==> src/rtl/load_store_unit_pkg.sv <==
// Shared encodings for the load/store unit: funct3 codes, split FSM states and
// helpers that decode access size and legality.
package lsu_pkg;

   localparam logic [2:0] LSU_B  = 3'b000;
   localparam logic [2:0] LSU_H  = 3'b001;
   localparam logic [2:0] LSU_W  = 3'b010;
   localparam logic [2:0] LSU_BU = 3'b100;
   localparam logic [2:0] LSU_HU = 3'b101;

   typedef enum logic {
      LSU_IDLE  = 1'b0,
      LSU_SPLIT = 1'b1
   } lsu_state_t;

   // Byte mask of an access before it is shifted to its lane offset.
   function automatic logic [3:0] size_mask(input logic [1:0] size);
      case (size)
         2'b00:   size_mask = 4'b0001;
         2'b01:   size_mask = 4'b0011;
         2'b10:   size_mask = 4'b1111;
         default: size_mask = 4'b0000;
      endcase
   endfunction

   // Unsigned variants exist only for loads.
   function automatic logic funct3_legal(input logic [2:0] funct3, input logic is_store);
      case (funct3)
         LSU_B, LSU_H, LSU_W: funct3_legal = 1'b1;
         LSU_BU, LSU_HU:      funct3_legal = !is_store;
         default:             funct3_legal = 1'b0;
      endcase
   endfunction

endpackage

==> src/rtl/load_store_unit_if.sv <==
// Memory-stage bundle: pipeline request/response plus the data memory port.
// master is the load/store unit's view, slave is the pipeline and memory side.
interface load_store_unit_if;
   logic        valid;
   logic        is_store;
   logic [2:0]  funct3;
   logic [31:0] addr;
   logic [31:0] store_data;
   logic        stall;
   logic        load_valid;
   logic [31:0] load_data;
   logic        misaligned;
   logic        illegal;
   logic        mem_write_en;
   logic [31:0] mem_addr;
   logic [31:0] mem_write_data;
   logic [3:0]  mem_byte_en;
   logic [31:0] mem_read_data;

   modport master (
      input  valid, is_store, funct3, addr, store_data, mem_read_data,
      output stall, load_valid, load_data, misaligned, illegal,
             mem_write_en, mem_addr, mem_write_data, mem_byte_en
   );

   modport slave (
      output valid, is_store, funct3, addr, store_data, mem_read_data,
      input  stall, load_valid, load_data, misaligned, illegal,
             mem_write_en, mem_addr, mem_write_data, mem_byte_en
   );
endinterface

==> src/rtl/load_store_unit_load_extend.sv <==
// Extracts a load result from a 64-bit read window at a byte offset and applies
// sign or zero extension; serves both aligned and split loads.
module lsu_load_extend
   import lsu_pkg::*;
(
   input  logic [63:0] window,
   input  logic [1:0]  off,
   input  logic [2:0]  funct3,
   output logic [31:0] data
);

   logic [31:0] lane;

   always_comb begin
      lane = 32'(window >> {off, 3'b000});
      case (funct3)
         LSU_B:   data = {{24{lane[7]}}, lane[7:0]};
         LSU_H:   data = {{16{lane[15]}}, lane[15:0]};
         LSU_W:   data = lane;
         LSU_BU:  data = {24'd0, lane[7:0]};
         LSU_HU:  data = {16'd0, lane[15:0]};
         default: data = '0;
      endcase
   end

endmodule

==> src/rtl/load_store_unit.sv <==
// Memory-stage initiator: word-aligned requests with byte enables, misaligned
// accesses split across two consecutive words with a one-cycle stall.
//
//   state     | meaning
//   LSU_IDLE  | single access, or first word of a misaligned access
//   LSU_SPLIT | second word of a misaligned access
module load_store_unit
   import lsu_pkg::*;
#(
   parameter bit SUPPORT_MISALIGNED = 1'b1
) (
   input  logic                    clk,
   input  logic                    rst_n,
   load_store_unit_if.master       bus
);

   lsu_state_t  state, state_nxt;
   logic [31:0] lo_buf;
   logic        capture_lo;

   logic [1:0]  off;
   logic [7:0]  full;
   logic        legal;
   logic        misal;
   logic [31:0] word_addr;
   logic [4:0]  lo_shift;
   logic [5:0]  hi_shift;
   logic [63:0] ld_window;
   logic [31:0] ext_data;
   logic        ld_valid;

   assign off       = bus.addr[1:0];
   assign full      = 8'({4'b0000, size_mask(bus.funct3[1:0])} << off);
   assign legal     = funct3_legal(bus.funct3, bus.is_store);
   assign misal     = |full[7:4];
   assign word_addr = {bus.addr[31:2], 2'b00};
   assign lo_shift  = {off, 3'b000};
   assign hi_shift  = 6'd32 - {1'b0, off, 3'b000};

   always_ff @(posedge clk or negedge rst_n) begin
      if (!rst_n) begin
         state  <= LSU_IDLE;
         lo_buf <= '0;
      end else begin
         state <= state_nxt;
         if (capture_lo) begin
            lo_buf <= bus.mem_read_data;
         end
      end
   end

   // Outputs are forced low while reset is held, even mid-split.
   always_comb begin
      state_nxt          = state;
      capture_lo         = 1'b0;
      ld_valid           = 1'b0;
      ld_window          = '0;
      bus.stall          = 1'b0;
      bus.misaligned     = 1'b0;
      bus.illegal        = 1'b0;
      bus.mem_write_en   = 1'b0;
      bus.mem_addr       = '0;
      bus.mem_write_data = '0;
      bus.mem_byte_en    = '0;
      if (rst_n) begin
         case (state)
            LSU_IDLE: begin
               if (bus.valid) begin
                  if (!legal) begin
                     bus.illegal = 1'b1;
                  end else if (misal && !SUPPORT_MISALIGNED) begin
                     bus.misaligned = 1'b1;
                  end else begin
                     bus.mem_addr       = word_addr;
                     bus.mem_byte_en    = full[3:0];
                     bus.mem_write_data = bus.store_data << lo_shift;
                     bus.mem_write_en   = bus.is_store;
                     if (!misal) begin
                        ld_valid  = !bus.is_store;
                        ld_window = {32'd0, bus.mem_read_data};
                     end else begin
                        bus.stall  = 1'b1;
                        capture_lo = !bus.is_store;
                        state_nxt  = LSU_SPLIT;
                     end
                  end
               end
            end
            LSU_SPLIT: begin
               state_nxt = LSU_IDLE;
               // Dropping valid here aborts the second half.
               if (bus.valid && legal) begin
                  bus.mem_addr       = word_addr + 32'd4;
                  bus.mem_byte_en    = full[7:4];
                  bus.mem_write_data = bus.store_data >> hi_shift;
                  bus.mem_write_en   = bus.is_store;
                  ld_valid           = !bus.is_store;
                  ld_window          = {bus.mem_read_data, lo_buf};
               end
            end
            default: state_nxt = LSU_IDLE;
         endcase
      end
   end

   lsu_load_extend u_load_extend (
      .window (ld_window),
      .off    (off),
      .funct3 (bus.funct3),
      .data   (ext_data)
   );

   assign bus.load_valid = ld_valid;
   assign bus.load_data  = ld_valid ? ext_data : 32'd0;

endmodule
==> src/flat_wrapper.sv <==
// flat-port wrapper written by rule: the top's interface ports become plain ports
module load_store_unit_flat import lsu_pkg::*;
#(
   parameter bit SUPPORT_MISALIGNED = 1'b1
)
  (clk, rst_n, bus_valid, bus_is_store, bus_funct3, bus_addr, bus_store_data, bus_mem_read_data, bus_stall, bus_load_valid, bus_load_data, bus_misaligned, bus_illegal, bus_mem_write_en, bus_mem_addr, bus_mem_write_data, bus_mem_byte_en);
  load_store_unit_if bus_i ();
  input  logic clk;
  input  logic rst_n;
  input wire logic [$bits(bus_i.valid)-1:0] bus_valid;
  input wire logic [$bits(bus_i.is_store)-1:0] bus_is_store;
  input wire logic [$bits(bus_i.funct3)-1:0] bus_funct3;
  input wire logic [$bits(bus_i.addr)-1:0] bus_addr;
  input wire logic [$bits(bus_i.store_data)-1:0] bus_store_data;
  input wire logic [$bits(bus_i.mem_read_data)-1:0] bus_mem_read_data;
  output wire logic [$bits(bus_i.stall)-1:0] bus_stall;
  output wire logic [$bits(bus_i.load_valid)-1:0] bus_load_valid;
  output wire logic [$bits(bus_i.load_data)-1:0] bus_load_data;
  output wire logic [$bits(bus_i.misaligned)-1:0] bus_misaligned;
  output wire logic [$bits(bus_i.illegal)-1:0] bus_illegal;
  output wire logic [$bits(bus_i.mem_write_en)-1:0] bus_mem_write_en;
  output wire logic [$bits(bus_i.mem_addr)-1:0] bus_mem_addr;
  output wire logic [$bits(bus_i.mem_write_data)-1:0] bus_mem_write_data;
  output wire logic [$bits(bus_i.mem_byte_en)-1:0] bus_mem_byte_en;
  assign bus_i.valid = bus_valid;
  assign bus_i.is_store = bus_is_store;
  assign bus_i.funct3 = bus_funct3;
  assign bus_i.addr = bus_addr;
  assign bus_i.store_data = bus_store_data;
  assign bus_i.mem_read_data = bus_mem_read_data;
  assign bus_stall = bus_i.stall;
  assign bus_load_valid = bus_i.load_valid;
  assign bus_load_data = bus_i.load_data;
  assign bus_misaligned = bus_i.misaligned;
  assign bus_illegal = bus_i.illegal;
  assign bus_mem_write_en = bus_i.mem_write_en;
  assign bus_mem_addr = bus_i.mem_addr;
  assign bus_mem_write_data = bus_i.mem_write_data;
  assign bus_mem_byte_en = bus_i.mem_byte_en;
  load_store_unit #(.SUPPORT_MISALIGNED(SUPPORT_MISALIGNED)) u_core (.clk(clk), .rst_n(rst_n), .bus(bus_i));
endmodule
==> config.mk <==
export PLATFORM = sky130hd
export DESIGN_NAME = load_store_unit_flat
export DESIGN_NICKNAME = d
export VERILOG_FILES = /design/src/rtl/load_store_unit_pkg.sv /design/src/rtl/load_store_unit_if.sv /design/src/rtl/load_store_unit_load_extend.sv /design/src/rtl/load_store_unit.sv /design/src/flat_wrapper.sv
export SDC_FILE = /design/constraint.sdc
export NUM_CORES = 1
export LEC_CHECK = 0
export ABC_AREA = 1
export BUFFER_PORTS_ARGS = -buffer_cell sky130_fd_sc_hd__clkbuf_2
export CAP_MARGIN = 20
export CORE_MARGIN = 5
export CORE_UTILIZATION = 52
export DETAILED_ROUTE_END_ITERATION = 12
export MAX_ROUTING_LAYER = met4
export PLACE_DENSITY = 0.84
export SYNTH_ARGS = -nofsm -noshare
export SYNTH_HDL_FRONTEND = slang
export SYNTH_SLANG_ARGS = --single-unit
export TNS_END_PERCENT = 100
==> constraint.sdc <==
create_clock -name clk -period 3 [get_ports clk]
set_input_delay 0.3 -clock clk [delete_from_list [all_inputs] [get_ports clk]]
set_output_delay 0.3 -clock clk [all_outputs]
set_load 0.02 [all_outputs]
Word-level counts from Yosys, hierarchy flattened

Index checks and enable logic that the tools add are counted.

Flip-flop bits (word level): 33
Latch bits: 0
RAM bits: 0
ROM bits: 0
Input bits: 103
Output and inout bits: 105
Logic and storage cells: 73
Memories kept: 0

Add/sub/neg operators: 2
Multipliers: 0
Divide/modulo/power cells: 0
$lt $le $gt $ge: 0
Equality and inequality tests: 6
Shift-type cells: 4
Multiplexer cells: 51
Bitwise gates (word level): 1
Reduce and logical (&&, ||, !) cells: 7

Operators by type and width:

| operator                                                              | number |
|---|---|
| 32-bit two-way mux                                                    | 10 |
| 64-bit two-way mux                                                    | 4 |
| 32-bit case mux with 5 select lines                                   | 1 |
| 32-bit case mux with 2 select lines                                   | 2 |
| 64-bit case mux with 2 select lines                                   | 1 |
| 64-bit by 5-bit right shift with 32-bit output                        | 1 |
| 32-bit by 3-bit adder with 32-bit output, second input constant       | 1 |
| 32-bit by 5-bit left shift with 32-bit output                         | 1 |
| 32-bit by 6-bit right shift with 32-bit output                        | 1 |
| 1-bit two-way mux                                                     | 23 |
| 4-bit two-way mux                                                     | 4 |
| 4-bit case mux with 3 select lines                                    | 1 |
| 1-bit case mux with 2 select lines                                    | 4 |
| 4-bit case mux with 2 select lines                                    | 1 |
| 4-bit by 2-bit left shift with 8-bit output                           | 1 |
| 3-bit equality test, second input constant                            | 2 |
| 6-bit by 5-bit subtractor with 6-bit output, first input constant     | 1 |
| 4-bit OR reduction                                                    | 1 |
| 3-bit by 1-bit equality test with 1-bit output, second input constant | 1 |
| 3-bit by 2-bit equality test with 1-bit output, second input constant | 1 |
| 3-bit zero test                                                       | 1 |
| 3-bit OR reduction                                                    | 1 |
| 2-bit by 1-bit equality test with 1-bit output, second input constant | 1 |
| 2-bit equality test, second input constant                            | 1 |
| other kinds (5)                                                       | 5 |

Logic depth before layout (Yosys ltp)

Depth in word-level cells: 12
Depth in mapped cells: 17
Depth with buffers taken out: 15

Hierarchy

Synthesis repeated with hierarchy kept, for this count alone.

Cell total of the unflattened synthesis: 1294
Area total of the unflattened synthesis: 6475.0 sq um

By module, submodules not included:

| module          | instances | cells an instance | area each (sq um) |
|---|---|---|---|
| load_store_unit | 1         | 981               | 5047.3 |
| lsu_load_extend | 1         | 313               | 1427.6 |

Worst setup path after synthesis

OpenSTA, ideal clock, no wires.

Path type: input port to output port
Start point: input port bus_addr[0]
End point: output port bus_mem_write_data[4]
Arrival time: 2.723 ns
Required time: 2.700 ns
Setup slack: -0.023 ns
Stages: 10
Path buffers: 5
Cell sequence: buf_2 > inv_2 > buf_2 > buf_1 > clkbuf_1 > ha_1 > inv_1 > clkbuf_1 > o21ai_0 > a221oi_1

Longest elaborated chain between the ends: 5
Elaborated cells between the ends (all ways): 8
Those cells by class: 1 x add/sub; 2 x shift; 5 x mux

RTL lines:

| element                                                                                                      | RTL line                                     | text |
|---|---|---|
| start: declaration                                                                                           | flat_wrapper.sv:13                           | `input wire logic [$bits(bus_i.addr)-1:0] bus_addr;` |
| 6-bit by 5-bit subtractor with 6-bit output or 32-bit by 5-bit left shift with 32-bit output (tied branches) | load_store_unit.sv:38, load_store_unit.sv:76 |  |
| 32-bit by 6-bit right shift with 32-bit output or 32-bit two-way mux (tied branches)                         | load_store_unit.sv:95, load_store_unit.sv:69 |  |
| 32-bit two-way mux, on equally long branches                                                                 | load_store_unit.sv:92, load_store_unit.sv:68 |  |
| 32-bit case mux with 2 select lines (*)                                                                      | load_store_unit.sv:66                        | `case (state)` |
| 32-bit two-way mux (*)                                                                                       | load_store_unit.sv:65                        | `if (rst_n) begin` |
| end: declaration                                                                                             | flat_wrapper.sv:23                           | `output wire logic [$bits(bus_i.mem_write_data)-1:0] bus_mem_write_data;` |

Every way passes the cells marked *; elsewhere a longest branch is shown, timed or not.

Final worst setup path

Start point: input port bus_funct3[0]
End point: output port bus_load_data[11]

Longest elaborated chain between the ends: 12
Elaborated cells between the ends (all ways): 30
Those cells by class: 6 x eq/ne; 2 x shift; 16 x mux; 6 x reduce/logical

RTL lines:

| element                                           | RTL line                          | text |
|---|---|---|
| start: declaration                                | flat_wrapper.sv:12                | `input wire logic [$bits(bus_i.funct3)-1:0] bus_funct3;` |
| 2-bit equality test, or another cell as far along | load_store_unit_pkg.sv:18         | `case (size)` |
| 4-bit case mux with 3 select lines                | load_store_unit_pkg.sv:18         |  |
| 4-bit by 2-bit left shift with 8-bit output       | load_store_unit.sv:33             | `assign full = 8'({4'b0000, size_mask(bus.funct3[1:0])} << off);` |
| 4-bit OR reduction                                | load_store_unit.sv:35             | `assign misal = \|full[7:4];` |
| 32-bit two-way mux                                | load_store_unit.sv:78             | `if (!misal) begin` |
| 64-bit two-way mux                                | load_store_unit.sv:69             | `if (!legal) begin` |
| 64-bit two-way mux                                | load_store_unit.sv:68             | `if (bus.valid) begin` |
| 64-bit case mux with 2 select lines               | load_store_unit.sv:66             |  |
| 64-bit two-way mux                                | load_store_unit.sv:65             |  |
| 64-bit by 5-bit right shift with 32-bit output    | load_store_unit_load_extend.sv:15 | `lane = 32'(window >> {off, 3'b000});` |
| 32-bit case mux with 5 select lines               | load_store_unit_load_extend.sv:16 | `case (funct3)` |
| 32-bit two-way mux (*)                            | load_store_unit.sv:114            | `assign bus.load_data = ld_valid ? ext_data : 32'd0;` |
| end: declaration                                  | flat_wrapper.sv:18                | `output wire logic [$bits(bus_i.load_data)-1:0] bus_load_data;` |

Marks and branches as above.

==> reports/results.md <==
| Stage | Item | Reported |
| --- | --- | --- |
| grt | Total gr overflow | 0 |
| power | Power density cells | 270 nW/um2 |
| logic synthesis | Cell type with the highest aggregate area in the netlist | dfrtp_1 |
| logic synthesis | Largest cells by area after synthesis | dfrtp_1, nand2_1, nand3_1 |
| logic synthesis | Flops & latches, synth | 33 |
| sta | Hold Fails Final Rpt | 0 |
| cells and area | Share of layout cells above drive strength 1 | 0.237 |
| logic synthesis | Sequential area share after synthesis | 0.147 |
| sta | Setup Viol. Count Final | 0 |
| grt | Pin count of the biggest net entering global routing | 51 |
| detailed routing | Drt initial violations | 1,006 |
| sta | Worst Tran Pin Value | 0.917 ns |
| worst setup path | CP arrival | 2.51 ns |
| die | Die Height | 114 um |
| sta | Slew margin rel. | 0.386 |
| worst setup path | Largest fanout on the critical path | 14 |
| worst setup path | Critical path capture point type | primary output |
| grt | Vias in the first global route | 7,281 |
| die | Core Region | 10,700 um2 |
| placed design | Area post-placement | 6780 um2 |
| logic synthesis | Yosys warnings | 0 |
| clocking | CTS buffer count | 5 |
| placed design | Final HPWL DP | 17.6 mm |
| worst setup path | Crit-path cells | clkbuf_2 -> inv_1 -> ha_1 -> inv_2 -> o21ai_4 -> nand3_4 -> inv_2 -> nand2_1 -> o21ai_0 -> nand3_1 -> nand3_1 -> nand3_1 -> a21oi_1 -> clkbuf_2 |
| logic synthesis | Most used flip-flop cell after synthesis | dfrtp_1 |
| worst setup path | Most used cell along the critical path | nand3_1 |
| sta | Count of pins over their slew limit | 0 |
| detailed routing | Routed WL | 22.7 mm |
| sta | Largest clock skew in the final design | 0.00511 ns |
| die | Cell row count | 38 |
| logic synthesis | Top cell type's share of synthesized area | 0.147 |
| sta | Share of the clock period used by the worst path | 0.936 |
| die | Ports placed on the boundary | 208 |
| cells and area | Post-layout utilization of the core | 0.649 |
| detailed routing | Vias per cell | 5.88 |
| die | X dimension of the die | 114 um |
| job | Total of max-cap violations | 0 |
| clocking | Insertion delay of the later-clocked pin in the worst-skew pair | 0.29 ns |
| clocking | Clk Tree Root Cell | clkbuf_8 |
| clocking | CTS H-Tree Depth | 2 |
| detailed routing | Vias after detailed routing | 7,923 |
| placed design | Quantity of I/O buffers inserted on ports | 204 |
| die | Starting utilization of the core area | 0.525 |
| clocking | Maximum count of clock buffers along a single path | 2 |
| worst hold path | Worst Hold Class | in2async |
| sta | Maximum frequency from static timing analysis | 0.356 GHz |
| sta | RSZ-0062 raised after global routing | yes |
| cells and area | Nets | 1,315 |
| outcome | Run status | complete, no violations |
| detailed routing | Detailed-route wire length per cell | 16.9 um |
| worst setup path | Worst setup path class | in2out |
| grt | GRT Total Usage | 0.343 |
| clocking | Number of clock sinks | 33 |
| grt | Antenna violations before repair | 0 |
| logic synthesis | Number of enable-type register cells in the synthesized netlist | 0 |
| cells and area | Final cell count without fillers | 1,347 |
| placed design | Pre-CTS setup slack | 0.157 ns |
| logic synthesis | Mapped Area | 5620 um2 |
| detailed routing | # DRC | 0 |
| sta | Worst slack on hold paths | 0.205 ns |
| detailed routing | Count of antenna-violating nets left after detailed routing | 0 |
| logic synthesis | Post-Synthesis Cells | 1,030 |
| sta | Fin worst setup slack | 0.192 ns |
| cells and area | Synthesis-to-layout area growth | 23.6% |
| placed design | Number of placed instances with taps included | 1,336 |
| worst setup path | Critical path required time | 2.70 ns |
| logic synthesis | Async set-or-reset flop fraction in the synthesized netlist | 1.00 |
| grt | Global-route wire length before repair | 35.6 mm |
| sta | Crit path time final | 2.81 ns |
| cells and area | Antenna diodes | 0 |
| logic synthesis | Netlist cell types | 44 |
| die | Area enclosed by the die boundary | 13,000 um2 |
| worst setup path | Critical Path Slowest Stage Cell | o21ai_0 |
| clocking | Clock slew at reported path FFs | 0.07 ns |
| worst setup path | Slowest stage delay, CP | 0.28 ns |
| power | Max VDD drop | 0.000261 V |
| detailed routing | Length of the first detailed-routing pass in iterations | 6 |
| logic synthesis | Mapped Avg Cell Area | 5.45 um2 |
| worst setup path | Startpoint class of the critical path | input pin |
| power | Leak Pwr | 0.00366 uW |
| clocking | CTS tree | yes |
| placed design | Placer congestion estimate | 1.02 |
| cells and area | Fin area | 6940 um2 |
## registers in the layout, summed over array words and instances (netlist names)
register       flops
u_core.lo_buf     32
u_core.state       1
## cell usage after synthesis, types with 5 or more instances
library cell  number
inv_2              7
a21oi_1           94
o21a_1             5
nand2_1          218
dfrtp_1           33
nand4_1           18
nor2_1           124
o211ai_1          16
xor2_1             5
buf_4             10
a31oi_1           16
inv_1            109
nor3_1            16
nand3_2            5
nor3b_1            5
mux2_2             6
buf_1             12
buf_2             13
ha_1               6
a211oi_1           8
o21ai_0          103
clkbuf_1          35
o22ai_1           10
nand3_1          116
a221oi_1           8
## placed cells by master (no fill, tap or decap), types with 3 or more instances in the layout
cell and instances:
a21oi_1 94, inv_1 109, xor2_1 5, o22ai_1 10, nor3b_1 5, buf_4 28
mux2_2 6, conb_1 3, a211oi_2 7, nor2_2 3, nand3_2 4, nand3_4 4
o211ai_1 16, ha_1 6, nor2_1 124, xnor2_1 3, dfrtp_1 32, nand3_1 116
nor3_1 16, o21a_1 5, a221oi_1 7, nand2_1 218, clkbuf_8 6, a31oi_1 16
nand4_1 18, mux2_1 3, clkbuf_2 204, inv_2 5, o21ai_0 103
## kinds of logic (layout without fill, tap and decap cells)
kind of cell    count (synthesis)  count (layout)  synth area share
buf+inv                       189             363             0.136
simple gates                  515             516             0.404
compound gates                269             269             0.269
flops                          33              33             0.147
xor+xnor                        8               8            0.0125
other cells                     1               3          0.000668
mux                             9               9            0.0180
fa+ha+maj                       6               6            0.0134
## final cells by class
cell class,instances,area [um2]
tap,140,175
multi-input combinational,811,4110
fill,1078,3760
sequential,33,827
clock buffer,6,82.6
clock inverter,2,13.8
inverter,119,453
timing repair buffer,236,1280
## report_power, final
group	switching [uW]	internal (uW)	leakage, uW
Sequential	70.9	559	0.000423
Combinational	578	303	0.00319
Clock	179	186	0.0000512
## path summary, 6_finish.rpt
| check | start | end | slack [ns] | cells past startpoint |
|---|---|---|---|---|
| max | bus_funct3[0] | bus_load_data[11] | 0.19 | 14 |
| min | rst_n | u_core.lo_buf[5] | 0.20 | 2 |
| max reg2reg | u_core.state | u_core.lo_buf[26] | 0.92 | 8 |
| min reg2reg | u_core.lo_buf[24] | u_core.lo_buf[24] | 0.49 | 2 |
| max in group asynchronous | rst_n | u_core.state | 2.14 | 2 |
| min in group clk | bus_mem_read_data[4] | u_core.lo_buf[4] | 0.23 | 2 |
## critical path, delay by kind of cell
kind | cells | cell delay, ns
compound gates | 3 | 0.65
fa+ha+maj | 1 | 0.26
buf+inv | 5 | 0.71
simple gates | 5 | 0.58
## through the flow
stage,setup TNS (ns),total power [uW]
final,0,1880
after floorplan,0,1180
after detailed placement,0,1490
after CTS,0,1850
after global routing,-0.0198,1990
after global placement,0,1480
## per-layer routing
layer / part of all wire / track usage
met1: 0.38 / 0.416
met2: 0.47 / 0.564
met3: 0.094 / 0.0477
met4: 0.054 / 0.160
met5: 0 / -
## timing repair
item                                    in CTS  in global routing
hold endpoints to repair                     5                  0
endpoints found under the setup margin       0                 28
resized for setup                            0                  9
setup buffers                                0                  1
hold buffers                                 1                  0
Power figures use the tool's default switching activity.
